<file path="config.mk">
export PLATFORM = sky130hd
export DESIGN_NAME = add_channel_pipe
export DESIGN_NICKNAME = d
export VERILOG_FILES = /design/src/rtl/add_channel_pkg.sv /design/src/rtl/add_channel_pipe_level.sv /design/src/rtl/add_channel_pipe.sv
export SDC_FILE = /design/constraint.sdc
export NUM_CORES = 1
export LEC_CHECK = 0
export CORE_UTILIZATION = 40
export DETAILED_ROUTE_END_ITERATION = 7
export MAX_ROUTING_LAYER = met4
export SETUP_SLACK_MARGIN = 0.3
export SLEW_MARGIN = 20
export SYNTH_ARGS = -nofsm -noshare
export SYNTH_HDL_FRONTEND = slang
export SYNTH_SLANG_ARGS = --single-unit
</file>
<file path="constraint.sdc">
create_clock -name clk -period 3.65 [get_ports clk]
set_input_delay 0.5475 -clock clk [delete_from_list [all_inputs] [get_ports clk]]
set_output_delay 0.5475 -clock clk [all_outputs]
set_load 0.01 [all_outputs]
</file>
<file path="src/rtl/add_channel_pkg.sv">
// Shared sizing helpers and the output clipping function for the channel-sum pipeline.
package add_channel_pkg;

  typedef struct packed {
    logic               sat;
    logic signed [63:0] val;
  } sat_res_t;

  function automatic int clog2(input int v);
    int r = 0;
    while ((1 << r) < v) r = r + 1;
    return r;
  endfunction

  // Accumulator must hold the full sum of every channel in a group without overflow.
  function automatic int acc_width(input int bit_width, input int lanes, input int beats);
    return bit_width + clog2(lanes * beats);
  endfunction

  function automatic sat_res_t saturate(input logic signed [63:0] v, input int ow);
    logic signed [63:0] hi;
    logic signed [63:0] lo;
    sat_res_t r;
    hi = (64'sd1 <<< (ow - 1)) - 64'sd1;
    lo = -(64'sd1 <<< (ow - 1));
    r.sat = 1'b0;
    r.val = v;
    if (v > hi) begin
      r.sat = 1'b1;
      r.val = hi;
    end else if (v < lo) begin
      r.sat = 1'b1;
      r.val = lo;
    end
    return r;
  endfunction

endpackage

</file>
<file path="src/rtl/add_channel_pipe_level.sv">
// One registered level of the adder tree: PAIRS adjacent signed inputs summed with one growth bit.
module add_tree_level
  import add_channel_pkg::*;
#(
  parameter int IN_WIDTH = 8,
  parameter int PAIRS    = 1
) (
  input  logic                           clk,
  input  logic                           rst_n,
  input  logic                           en_i,
  input  logic                           valid_i,
  input  logic [2*PAIRS*IN_WIDTH-1:0]    data_i,
  output logic                           valid_o,
  output logic [PAIRS*(IN_WIDTH+1)-1:0]  data_o
);

  localparam int OW = IN_WIDTH + 1;

  logic valid_q;

  genvar gi;
  for (gi = 0; gi < PAIRS; gi++) begin : g_pair
    logic signed [IN_WIDTH-1:0] a;
    logic signed [IN_WIDTH-1:0] b;
    logic signed [OW-1:0]       sum_d;
    logic signed [OW-1:0]       sum_q;

    assign a     = data_i[2*gi*IN_WIDTH +: IN_WIDTH];
    assign b     = data_i[(2*gi+1)*IN_WIDTH +: IN_WIDTH];
    assign sum_d = OW'(a) + OW'(b);

    always_ff @(posedge clk) begin
      if (!rst_n) begin
        sum_q <= '0;
      end else if (en_i && valid_i) begin
        sum_q <= sum_d;
      end
    end

    assign data_o[gi*OW +: OW] = sum_q;
  end

  always_ff @(posedge clk) begin
    if (!rst_n) begin
      valid_q <= 1'b0;
    end else if (en_i) begin
      valid_q <= valid_i;
    end
  end

  assign valid_o = valid_q;

endmodule

</file>
<file path="src/rtl/add_channel_pipe.sv">
// Sums LANES*BEATS signed channels: registered adder tree, group accumulator, output register.
// Define ADD_CHANNEL_SAT_EN to clip the result to OUT_WIDTH (otherwise it wraps).
module add_channel_pipe
  import add_channel_pkg::*;
#(
  parameter int BIT_WIDTH = 8,
  parameter int OUT_WIDTH = 16,
  parameter int LANES     = 16,
  parameter int BEATS     = 4
) (
  input  logic                       clk,
  input  logic                       rst_n,
  input  logic                       in_valid,
  output logic                       in_ready,
  input  logic [LANES*BIT_WIDTH-1:0] in_data,
  output logic                       out_valid,
  input  logic                       out_ready,
  output logic [OUT_WIDTH-1:0]       out_data,
  output logic                       out_sat
);

  localparam int LEVELS = clog2(LANES);
  localparam int TW     = BIT_WIDTH + LEVELS;
  localparam int ACC_W  = acc_width(BIT_WIDTH, LANES, BEATS);
  localparam int CNT_W  = (BEATS > 1) ? clog2(BEATS) : 1;
  localparam logic [CNT_W-1:0] LAST_CNT = CNT_W'(BEATS - 1);

  logic [TW-1:0]           tree_out;
  logic                    tree_vld;
  logic signed [ACC_W-1:0] tree_ext;

  logic signed [ACC_W-1:0] acc_d, acc_q;
  logic [CNT_W-1:0]        cnt_d, cnt_q;
  logic                    fin_d, fin_q;

  logic [OUT_WIDTH-1:0]    out_data_d, out_data_q;
  logic                    out_sat_d, out_sat_q;
  logic                    out_valid_q;

  // Every stage freezes while a result is waiting on the consumer.
  assign in_ready = !(out_valid_q && !out_ready);

  genvar gi;
  for (gi = 0; gi < LEVELS; gi++) begin : g_lvl
    localparam int IW    = BIT_WIDTH + gi;
    localparam int PAIRS = LANES >> (gi + 1);

    logic [2*PAIRS*IW-1:0]    lvl_in;
    logic                     lvl_vin;
    logic [PAIRS*(IW+1)-1:0]  lvl_out;
    logic                     lvl_vout;

    if (gi == 0) begin : g_src
      assign lvl_in  = in_data;
      assign lvl_vin = in_valid;
    end else begin : g_chain
      assign lvl_in  = g_lvl[gi-1].lvl_out;
      assign lvl_vin = g_lvl[gi-1].lvl_vout;
    end

    add_tree_level #(
      .IN_WIDTH (IW),
      .PAIRS    (PAIRS)
    ) u_level (
      .clk     (clk),
      .rst_n   (rst_n),
      .en_i    (in_ready),
      .valid_i (lvl_vin),
      .data_i  (lvl_in),
      .valid_o (lvl_vout),
      .data_o  (lvl_out)
    );

    if (gi == LEVELS - 1) begin : g_sink
      assign tree_out = lvl_out;
      assign tree_vld = lvl_vout;
    end
  end

  assign tree_ext = ACC_W'($signed(tree_out));

  always_comb begin
    acc_d = acc_q;
    cnt_d = cnt_q;
    fin_d = 1'b0;
    if (tree_vld) begin
      acc_d = (cnt_q == '0) ? tree_ext : acc_q + tree_ext;
      if (cnt_q == LAST_CNT) begin
        cnt_d = '0;
        fin_d = 1'b1;
      end else begin
        cnt_d = cnt_q + 1'b1;
      end
    end
  end

  always_ff @(posedge clk) begin
    if (!rst_n) begin
      acc_q <= '0;
      cnt_q <= '0;
      fin_q <= 1'b0;
    end else if (in_ready) begin
      acc_q <= acc_d;
      cnt_q <= cnt_d;
      fin_q <= fin_d;
    end
  end

`ifdef ADD_CHANNEL_SAT_EN
  sat_res_t sat_res;
  assign sat_res    = saturate(64'(acc_q), OUT_WIDTH);
  assign out_data_d = OUT_WIDTH'(sat_res.val);
  assign out_sat_d  = sat_res.sat;
`else
  assign out_data_d = OUT_WIDTH'(acc_q);
  assign out_sat_d  = 1'b0;
`endif

  // A handshake and a freshly completed group on the same edge keep out_valid high.
  always_ff @(posedge clk) begin
    if (!rst_n) begin
      out_valid_q <= 1'b0;
      out_data_q  <= '0;
      out_sat_q   <= 1'b0;
    end else if (in_ready) begin
      out_valid_q <= fin_q;
      if (fin_q) begin
        out_data_q <= out_data_d;
        out_sat_q  <= out_sat_d;
      end
    end
  end

  assign out_valid = out_valid_q;
  assign out_data  = out_data_q;
  assign out_sat   = out_sat_q;

endmodule
</file>
Word level (Yosys, flattened, before mapping)
Index checks and enable logic that the tools add are counted.
{ "classes": {"add_sub_neg": 17, "eq_ne": 1, "muxes": 4, "n_bitwise": 1, "reduce_logical": 10} }
{ "op_table": {"columns": ["cell", "n"], "rows": [
  ["adder 8 x 8 -> 9 bit", 8],
  ["adder 9 x 9 -> 10 bit", 4],
  ["adder 10 x 10 -> 11 bit", 2],
  ["adder 14 x 12 -> 14 bit", 1],
  ["2-to-1 mux 14 bit", 1],
  ["adder 11 x 11 -> 12 bit", 1],
  ["logical AND 1 bit", 5],
  ["AND reduction 2 bit", 2],
  ["adder 2 x 1 -> 2 bit (second input constant)", 1],
  ["== test 2 bit (second input constant)", 1],
  ["zero test 1 bit", 2],
  ["zero test 2 bit", 1],
  ["2-to-1 mux 1 bit", 2],
  ["2-to-1 mux 2 bit", 1],
  ["NOT 1 bit", 1]
]} }
{ "totals": {"reg_bits": 182, "input_bits": 132, "output_inout_bits": 19, "wordCells": 57} }

Logic depth before layout (Yosys ltp)
Gate-level depths: netlist of the first run.
{ "logic_depth": {"ltp_word": 4, "mapped_depth": 10, "depth_no_buf": 10} }

Modules after synthesis
From an unflattened synthesis of the first run, not the netlist that was laid out.
{ "hier_totals": {"hier_cells": 1586, "hier_area_um2": 13216.4} }
{ "modules_own_cells": {"columns": ["module", "instances", "cells_each", "area_each_um2", "seq_area_each_um2"], "rows": [
  ["add_tree_level at g_lvl[0].u_level", 1, 655, 5408.9, 1461.4],
  ["add_tree_level at g_lvl[1].u_level", 1, 390, 3314.4, 820.8],
  ["add_channel_pipe", 1, 254, 1979.4, 640.6],
  ["add_tree_level at g_lvl[2].u_level", 1, 192, 1602.8, 460.4],
  ["add_tree_level at g_lvl[3].u_level", 1, 95, 910.9, 260.2]
]} }

Least setup slack after synthesis of the first run
No wires, ideal clock.
{ "synth_path": {"kind": "input to register", "start": "input in_data[32]", "end": "register g_lvl[0].u_level.g_pair[2].sum_q[6]", "setup_ns": 0.120, "arrival_time_ns": 2.075, "required_time_ns": 3.530, "slack_ns": 1.455, "cell_stages": 9, "n_path_buf": 0, "cell_sequence": "ha_1 -> fa_1 -> a21o_1 -> a21o_1 -> a21oi_1 -> nor2b_1 -> or3_1 -> nand2_1 -> o21ai_1"} }
{ "synth_via": {"elab_chain_len": 1} }
{ "synth_rtl": {"columns": ["element", "line_no", "rtl"], "rows": [
  ["start, declared", "add_channel_pipe.sv:15", "input logic [LANES*BIT_WIDTH-1:0] in_data,"],
  ["adder 8 x 8 -> 9 bit", "add_channel_pipe_level.sv:30", "assign sum_d = OW'(a) + OW'(b);"],
  ["end signal, assigned", "add_channel_pipe_level.sv:36", "sum_q <= sum_d;"],
  ["end, declared", "add_channel_pipe_level.sv:26", "logic signed [OW-1:0] sum_q;"]
]} }
No other way between the ends.
A chain may end at the register's enable or synchronous reset.

Worst setup path after layout of the first run
{ "layout_path": {"start": "input out_ready", "end": "output in_ready"} }
{ "layout_via": {"elab_chain_len": 3} }
{ "layout_rtl": {"columns": ["element", "line_no", "rtl"], "rows": [
  ["start, declared", "add_channel_pipe.sv:17", "input logic out_ready,"],
  ["zero test 1 bit", "add_channel_pipe.sv:41", "assign in_ready = !(out_valid_q && !out_ready);"],
  ["logical AND 1 bit", "add_channel_pipe.sv:41", null],
  ["zero test 1 bit", "add_channel_pipe.sv:41", null],
  ["end, declared", "add_channel_pipe.sv:14", "output logic in_ready,"]
]} }
No other way between the ends.

==> reports/results.ini, run 1 <==
[outcome]
status = finished, final reports clean

[place]
gp_congestion = 0.872
pre_cts_slack_ns = 0.719
hpwl_um = 22400
port_buffers = 149

[global_route]
grt_max_degree = 84
grtUsageTotal_pct = 20.0
grt_pass1_vias = 9829
overflow = 0
antenna_found_initial = 0
grt_pass1_wl_um = 48000

[detailed_routing]
highest_layer = met4
drt_iter0_markers = 475
drc = 0
postRouteAntennaNets = 0
dr_total_vias = 10100
wl_met1_um = 13600
firstDrtPassIters = 5
met2_length_um = 14000
viasPerCell = 5.19
wl_met3_um = 743
routed_wl_um = 28700
post_drt_wl_per_cell_um = 14.8

[timing]
setup_viol = 0
skew_ns = 0.0136
hold_viol = 0
setup_slack_ns = 0.857
slew_headroom_pct = 35.4
worst_pin_slew_ns = 0.969
min_period_ns = 2.79
post-route-period-util_pct = 76.5
slew_viol_final = 0
holdWs_ns = 0.455
finalSetupTns_ns = 0
rsz0062_at_grt = false
max_freq_mhz = 358

[floorplan]
rows = 62
pin_count = 151
dieArea_um2 = 30400
die_x_um = 174
initial_utilization_pct = 41.0
coreArea_um2 = 28900
die_h_um = 174

[logic_synthesis]
async_flop_share_pct = 0
ys_seq_area_share_pct = 30.7
avgSynthCellArea_um2 = 8.26
synth_nets = 1730
synth_area_um2 = 11900
synth.distinct_cells = 61
synth_edf_count = 0
synth-seq-cells = 182
netlist_instances = 1436
ys_warn_count = 0
synth-main-ff-cell = dfxtp_1

[setup_path]
path_max_fanout = 14
crit_type = input pin to output pin
slowest_stage = clkdlybuf4s50_1
cp-start-kind = input pin
reg2reg_slack_ns = 1.17
cpMostUsedCell = clkdlybuf4s50_1
cp.required_ns = 3.10
path_cells = clkdlybuf4s50_1, and2b_1, inv_1, clkdlybuf4s50_1
r2r_start = acc_q[0]
r2r-end = acc_q[10]
max_stage_delay_ns = 0.63
worstPathArrival_ns = 2.25
reg2reg_depth = 9
endpoint_kind = output pin

[cells_and_area]
diodes = 0
nets = 1844
mostFrequentLayoutCell = nand2_1
multi_input_area_um2 = 7690
layout_common_cells = 187 x nand2_1, 182 x dfxtp_1, 148 x clkdlybuf4s50_1
register_area_um2 = 3640
drive_gt1_share_pct = 4.41
areaGrowthSynthToFinish_pct = 20.0
nFillCells = 2852

[pwr]
power_mw = 5.15
powerDensity_nw_per_um2 = 361
p_leak_nw = 6.00
ir_drop_mv = 0.323

[clock_tree]
clockBufferDepth = 2
clk_latency_ns = 0.45
tritoncts = yes
htree_levels = 4
cts.sinks = 182
ctsResizeCount = 0
root_buffer = clkbuf_16
cts_setup_buffers = 0
clk_pin_slew_ns = 0.07
ctsHoldBuffers = 0
cts_buffers = 17

[hold_path]
whs_path_depth = 2
hold_class = register to register
min_to = out_data[4]
worstHoldStart = out_data[4]

[job]
drv_cap = 0

==> metrics by stage <==
step                std cells  area, µm²  utilization, %
detailed placement       1915      13700            47.2
finish                   1947      14200            49.2
global route             1947      14200            49.2
CTS                      1947      14200            49.2
floorplan                1436      11900               -
global placement         1915      13700            47.2
==> state kept, by name (all words and copies together), names as in the netlist <==
signal and flops:
acc_q 14, cnt_q 2, fin_q 1, g_lvl.u_level.data_o 12, g_lvl.u_level.g_pair.sum_q 134, g_lvl.u_level.valid_o 4, out_data 14, out_valid 1
==> worst max-delay path, delay by kind of cell <==
family	cells	cell delay (ns)
buffers and inverters	3	1.44
AND/OR/NAND/NOR	1	0.26
==> logic make-up (layout without fill, tap and decap cells) <==
logic type	count (synthesis)	after routing	synth area share (%)
other	1	1	0.0316
buffers and inverters	130	257	4.50
muxes	7	7	0.591
DFF	182	182	30.7
AOI/OAI and AO/OA	447	447	24.0
xor gates and xnor gates	76	76	5.61
adders and majority gates	162	162	18.1
and+or+nand+nor	431	431	16.4
==> report_power, final <==
group / internal (mW) / switching, mW
Clock: 0.920 / 0.918
Combinational: 0.545 / 0.579
Sequential: 2.11 / 0.0784
==> synth_stat cells, drive strengths merged (4+ instances only) <==
cell	number	area [µm²]
xor2	13	114
ha	146	1830
a31oi	16	100
dfxtp	182	3640
mux2i	7	70.1
o22ai	4	25.0
o21a	8	60.1
buf	37	185
or3	9	56.3
xnor2	63	552
o211ai	18	145
o31a	5	43.8
a21o	63	473
nand3	53	265
a21boi	6	45.1
a211o	11	96.3
and2	9	56.3
inv	62	233
nor2b	13	81.3
nand2b	19	119
a21oi	145	748
a211oi	36	285
o311ai	7	61.3
o21ai	100	508
nor2	85	319
and3	9	56.3
o21bai	10	75.1
or4b	4	40.0
clkbuf	31	116
nor3	21	105
fa	16	320
nand4	7	43.8
nand2	188	706
==> worst max-delay path by stage <==
stage                           start                                   to  slack [ns]  cells after the start
final                       out_ready                             in_ready        0.86                      4
after CTS                   out_ready                             in_ready        0.87                      4
after global routing        out_ready                             in_ready        0.76                      4
after floorplan           in_data[32]  g_lvl[0].u_level.g_pair[2].sum_q[6]        1.45                      9
after detailed placement  in_data[32]  g_lvl[0].u_level.g_pair[2].sum_q[6]        0.72                     10
after global placement    in_data[32]  g_lvl[0].u_level.g_pair[2].sum_q[6]        0.73                     10
==> layout make-up <==
class                      count  share of cell area, %
inverter                      62                   1.65
multi-input combinational   1124                   54.0
timing repair buffer         163                   11.3
clock inverter                15                   1.12
clock buffer                  17                   2.99
sequential                   182                   25.6
tap                          384                   3.37
==> layer usage <==
layer  global-route usage, %  up-vias
li1                        -     5336
met1                    24.6     4572
met2                    34.2      170
met3                    2.62       26
met4                    5.34        0
met5                       -        -
Power figures use the tool's default switching activity.
==> inputs of run 2 (changes only) <==
clock period = 2.6 ns   (was 3.65 ns; I/O delays follow)
==> reports/results.ini, run 2 (synthesis gave the netlist of run 1 again) <==
[outcome]
status = finished, final reports clean

[cells_and_area]
diodes = 0  ; unchanged
layout_common_cells = 187 x nand2_1, 180 x dfxtp_1, 148 x clkdlybuf4s50_1
regMostFlops = g_lvl.u_level.g_pair.sum_q
stdcell_area_um2 = 14800  ; +4.0%
fin_cells = 1996  ; +2.5%
mostFrequentLayoutCell = nand2_1
fin_util_pct = 51.2  ; +2.0 points
areaGrowthSynthToFinish_pct = 24.8
largest_reg_flops = 134  ; unchanged
drive_gt1_share_pct = 8.62  ; +4.2 points
nets = 1894  ; +2.7%

[pwr]
ir_drop_mv = 0.434  ; +34%
powerDensity_nw_per_um2 = 499  ; +38%
p_leak_nw = 6.29  ; +4.9%

[global_route]
overflow = 0  ; unchanged
grt_max_degree = 88  ; +4.8%
grt_pass1_vias = 10100  ; +2.3%
grtUsageTotal_pct = 20.4  ; +0.39 points
grt_pass1_wl_um = 48800  ; +1.7%
antenna_found_initial = 0  ; unchanged

[timing]
rsz0062_at_grt = true
setup_viol = 0  ; unchanged
hold_viol = 0  ; unchanged
max_freq_mhz = 449
post-route-period-util_pct = 85.7
holdWs_ns = 0.453  ; -0.00162 ns
min_period_ns = 2.23
slew_headroom_pct = 48.9  ; +13 points
worst_pin_slew_ns = 0.767  ; -0.202 ns
finalSetupTns_ns = 0  ; unchanged
slew_viol_final = 0  ; unchanged
skew_ns = 0.0158  ; +0.00225 ns

[floorplan]
die_x_um = 174  ; unchanged
pin_count = 151  ; unchanged
die_h_um = 174  ; unchanged
dieArea_um2 = 30400  ; unchanged
rows = 62  ; unchanged
coreArea_um2 = 28900  ; unchanged
initial_utilization_pct = 41.0  ; unchanged

[clock_tree]
tritoncts = yes
root_buffer = clkbuf_16
htree_levels = 4  ; unchanged
clk_pin_slew_ns = 0.07  ; about the same
ctsHoldBuffers = 0  ; unchanged
clockBufferDepth = 2  ; unchanged
clk_latency_ns = 0.44  ; about the same
cts_buffers = 17  ; unchanged
cts.sinks = 182  ; unchanged

[setup_path]
slowest_stage = clkdlybuf4s50_1
max_stage_delay_ns = 0.53  ; -0.10 ns
cp-start-kind = input pin
reg2reg_depth = 10  ; +1
crit_type = input pin to output pin
r2r-end = acc_q[12]
endpoint_kind = output pin
r2r_start = acc_q[0]
critPathTopFamily = buffers and inverters
cp.required_ns = 2.21  ; -0.89 ns
cpMostUsedCell = clkdlybuf4s50_1
cp_num_buf_inv = 4  ; +1
path_max_fanout = 10  ; -4
startpoint = out_ready
worstPathArrival_ns = 1.84  ; -0.41 ns
reg2reg_slack_ns = 0.37  ; -0.80 ns
path_cells = clkdlybuf4s50_1, and2b_1, inv_4, buf_4, clkdlybuf4s50_1

[place]
placed_area_um2 = 14100  ; +3.0%
gp_congestion = 0.849  ; -2.7%
port_buffers = 149  ; unchanged
placed_cells = 1960  ; +2.3%
hpwl_um = 22600  ; +1.0%

[detailed_routing]
firstDrtPassIters = 5  ; unchanged
post_drt_wl_per_cell_um = 14.6  ; -1.1%
drc = 0  ; unchanged
postRouteAntennaNets = 0  ; unchanged
drt_iter0_markers = 454  ; -4.4%
routed_wl_um = 29100  ; +1.3%
dr_total_vias = 10300  ; +1.6%
viasPerCell = 5.14  ; -0.91%

[hold_path]
hold_class = register to register
whs_path_depth = 2  ; unchanged
min_to = out_data[9]
worstHoldStart = out_data[9]

[job]
drv_cap = 0  ; unchanged

## run 2: cell types whose count changed in the layout (fill, tap and decap cells not counted), moves of 4 or more
| cell | delta |
|---|---|
| inv_8 | -4 |
| o21ai_0 | -7 |
| a21oi_2 | +6 |
| a21oi_1 | -6 |
| buf_4 | +44 |
| o21ai_1 | +5 |
| buf_12 | +6 |
## run 2: final cells by class
class	instances	area [µm²]
fill	2819	14100
multi-input combinational	1124	7780
sequential	182	3650
timing repair buffer	213	2050
tap	384	480
clock buffer	19	453
inverter	62	238
clock inverter	12	148
## run 2: per-stage QoR
stage	setup slack, ns	power [mW]
2_1_floorplan	0.409	4.17
3_3_place_gp	-0.0456	4.78
3_5_place_dp	-0.0502	4.80
4_1_cts	0.309	7.45
5_1_grt	0.257	7.78
6_report	0.372	7.39
## run 2: worst min-delay path: cells and delay by family (launching register included)
family	cells	cell delay, ns
and+or+nand+nor	1	0.05
AOI/OAI and AO/OA	1	0.05
DFF	1	0.31
## run 2: repair_timing
item | 4_1_cts | 5_1_grt
endpoints found under the setup margin | 8 | 20
buffers inserted | 3 | 2
resized for setup | 13 | 23
endpoints found under the hold margin | 0 | 0
pin swaps | 6 | 9
## run 2: how the worst max path moves through the flow
stage                                                to  slack, ns  cells past startpoint
finish                                         in_ready       0.37                      5
global route        g_lvl[1].u_level.g_pair[2].sum_q[8]       0.26                     10
CTS                                           acc_q[12]       0.31                     10
detailed placement  g_lvl[0].u_level.g_pair[2].sum_q[8]      -0.05                     11
global placement    g_lvl[0].u_level.g_pair[2].sum_q[6]      -0.05                     11
floorplan                                     acc_q[10]       0.41                      9
## run 2: report_power, final
group / switching, mW / internal (mW)
Clock: 1.16 / 1.48
Sequential: 0.106 / 2.96
Combinational: 0.833 / 0.847
Total: 2.10 / 5.28
## run 2: routing by layer
| metal | GRT usage [%] | vias to the layer above | wire length [µm] |
|---|---|---|---|
| li1 | - | 5427 | - |
| met1 | 24.5 | 4605 | 13700 |
| met2 | 35.1 | 201 | 14000 |
| met3 | 2.84 | 31 | 876 |
| met4 | 6.25 | 0 | 585 |
| met5 | - | - | 0 |
==> inputs of run 3 (changes only) <==
TNS_END_PERCENT = 50   (was unset)
==> reports/results.ini, run 3 (synthesis gave the netlist of run 1 again) <==
[outcome]
status = finished, final reports clean

[cells_and_area]
areaGrowthSynthToFinish_pct = 24.5
regMostFlops = g_lvl.u_level.g_pair.sum_q
layout_common_cells = 187 x nand2_1, 180 x dfxtp_1, 148 x clkdlybuf4s50_1
stdcell_area_um2 = 14800  ; -0.21%
nFillCells = 2817  ; -0.071%
nets = 1892  ; -0.11%
multi_input_area_um2 = 7770  ; -0.14%
mostFrequentLayoutCell = nand2_1
diodes = 0  ; unchanged
drive_gt1_share_pct = 8.32  ; -0.30 points
register_area_um2 = 3650  ; about the same
largest_reg_flops = 134  ; unchanged
fin_util_pct = 51.1  ; -0.11 points

[floorplan]
die_x_um = 174  ; unchanged
pin_count = 151  ; unchanged
rows = 62  ; unchanged
dieArea_um2 = 30400  ; unchanged
initial_utilization_pct = 41.0  ; unchanged
coreArea_um2 = 28900  ; unchanged
die_h_um = 174  ; unchanged

[timing]
rsz0062_at_grt = true
skew_ns = 0.0146  ; -0.00127 ns
slew_viol_final = 0  ; unchanged
post-route-period-util_pct = 87.9  ; +2.2 points
slew_headroom_pct = 48.9  ; +0.056 points
min_period_ns = 2.29  ; +0.0582 ns
setup_slack_ns = 0.314  ; -0.0582 ns
hold_viol = 0  ; unchanged
worst_pin_slew_ns = 0.766  ; -0.000844 ns
setup_viol = 0  ; unchanged
max_freq_mhz = 437  ; -2.5%

[job]
drv_cap = 0  ; unchanged

[place]
hpwl_um = 22600  ; unchanged
port_buffers = 149  ; unchanged
gp_congestion = 0.849  ; unchanged
placed_area_um2 = 14100  ; unchanged
pre_cts_slack_ns = -0.0502  ; unchanged

[setup_path]
crit_type = register to register
cp-start-kind = register
endpoint_kind = register
worstPathArrival_ns = 2.61  ; +0.77 ns
path_max_fanout = 3  ; -7
cp.required_ns = 2.92  ; +0.71 ns
reg2reg_slack_ns = 0.31  ; -0.06 ns

[detailed_routing]
wl_met1_um = 13700  ; +0.31%
routed_wl_um = 29100  ; about the same
met2_length_um = 14000  ; +0.43%
postRouteAntennaNets = 0  ; unchanged
firstDrtPassIters = 5  ; unchanged
dr_total_vias = 10200  ; -0.20%
highest_layer = met4
drc = 0  ; unchanged
drt_iter0_markers = 408  ; -10%
wl_met3_um = 828  ; -5.5%
post_drt_wl_per_cell_um = 14.6  ; +0.14%
viasPerCell = 5.14  ; -0.10%

[clock_tree]
clk_latency_ns = 0.44  ; about the same
root_buffer = clkbuf_16
cts.sinks = 182  ; unchanged
tritoncts = yes
clk_pin_slew_ns = 0.07  ; about the same
htree_levels = 4  ; unchanged
clockBufferDepth = 2  ; unchanged
cts_buffers = 17  ; unchanged

[global_route]
grtUsageTotal_pct = 20.4  ; unchanged
grt_max_degree = 88  ; unchanged
antenna_found_initial = 0  ; unchanged
grt_pass1_vias = 10000  ; -0.18%
grt_pass1_wl_um = 48800  ; about the same
overflow = 0  ; unchanged

[hold_path]
hold_class = register to register

[pwr]
p_leak_nw = 6.28  ; -0.21%
powerDensity_nw_per_um2 = 500  ; +0.25%
ir_drop_mv = 0.436  ; +0.63%

-- run 3: power by group --
part / total, mW / internal, mW / switching [mW]
clock network: 2.65 / 1.48 / 1.17
registers: 3.06 / 2.96 / 0.106
logic: 1.68 / 0.845 / 0.833
-- run 3: per-layer routing --
metal  up-vias  GRT usage, %
li1       5428             -
met1      4597          24.5
met3        31          2.84
met2       187          35.2
met4         0          5.99
met5         -             -
-- run 3: cell type report --
class | instances | share of cell area (%)
multi-input cells | 1124 | 52.6
flip-flops and latches | 182 | 24.7
repair buffers | 211 | 13.8
well taps | 384 | 3.25
clock buffers | 19 | 3.07
inverters | 62 | 1.59
clock inverters | 12 | 0.999
-- run 3: worst max-delay path: stages (launching register included) --
cell	delay [ns]
dfxtp_2	0.34
ha_4	0.17
fa_2	0.37
a211oi_2	0.28
o21ai_2	0.12
a211oi_4	0.30
buf_4	0.16
o31ai_2	0.07
xor2_1	0.15
mux2i_1	0.14
a21oi_1	0.07
-- run 3: stage by stage --
| step | std cells | power [mW] | hold WS (ns) | setup TNS, ns |
|---|---|---|---|---|
| 2_1_floorplan | 1436 | 4.17 | 0.436 | 0 |
| 3_3_place_gp | 1960 | 4.78 | 0.442 | -0.108 |
| 3_5_place_dp | 1960 | 4.80 | 0.446 | -0.256 |
| 4_1_cts | 1994 | 7.44 | 0.455 | 0 |
| 5_1_grt | 1994 | 7.78 | 0.471 | 0 |
| 6_report | 1994 | 7.39 | 0.453 | 0 |
-- run 3: what timing repair did --
item | in CTS | in global routing
setup buffers | 3 | 0
setup endpoints to repair | 8 | 20
pin swaps | 6 | 2
hold buffers | 0 | 0
resized for setup | 8 | 20
-- run 3: worst paths after layout --
| check | start | endpoint | cells after the start |
|---|---|---|---|
| worst max-delay path | g_lvl[3].u_level.data_o[0] | acc_q[12] | 10 |
| worst max register to register | g_lvl[3].u_level.data_o[0] | acc_q[12] | 10 |
| worst min register to register | out_data[9] | out_data[9] | 2 |
| worst min-delay path | out_data[9] | out_data[9] | 2 |
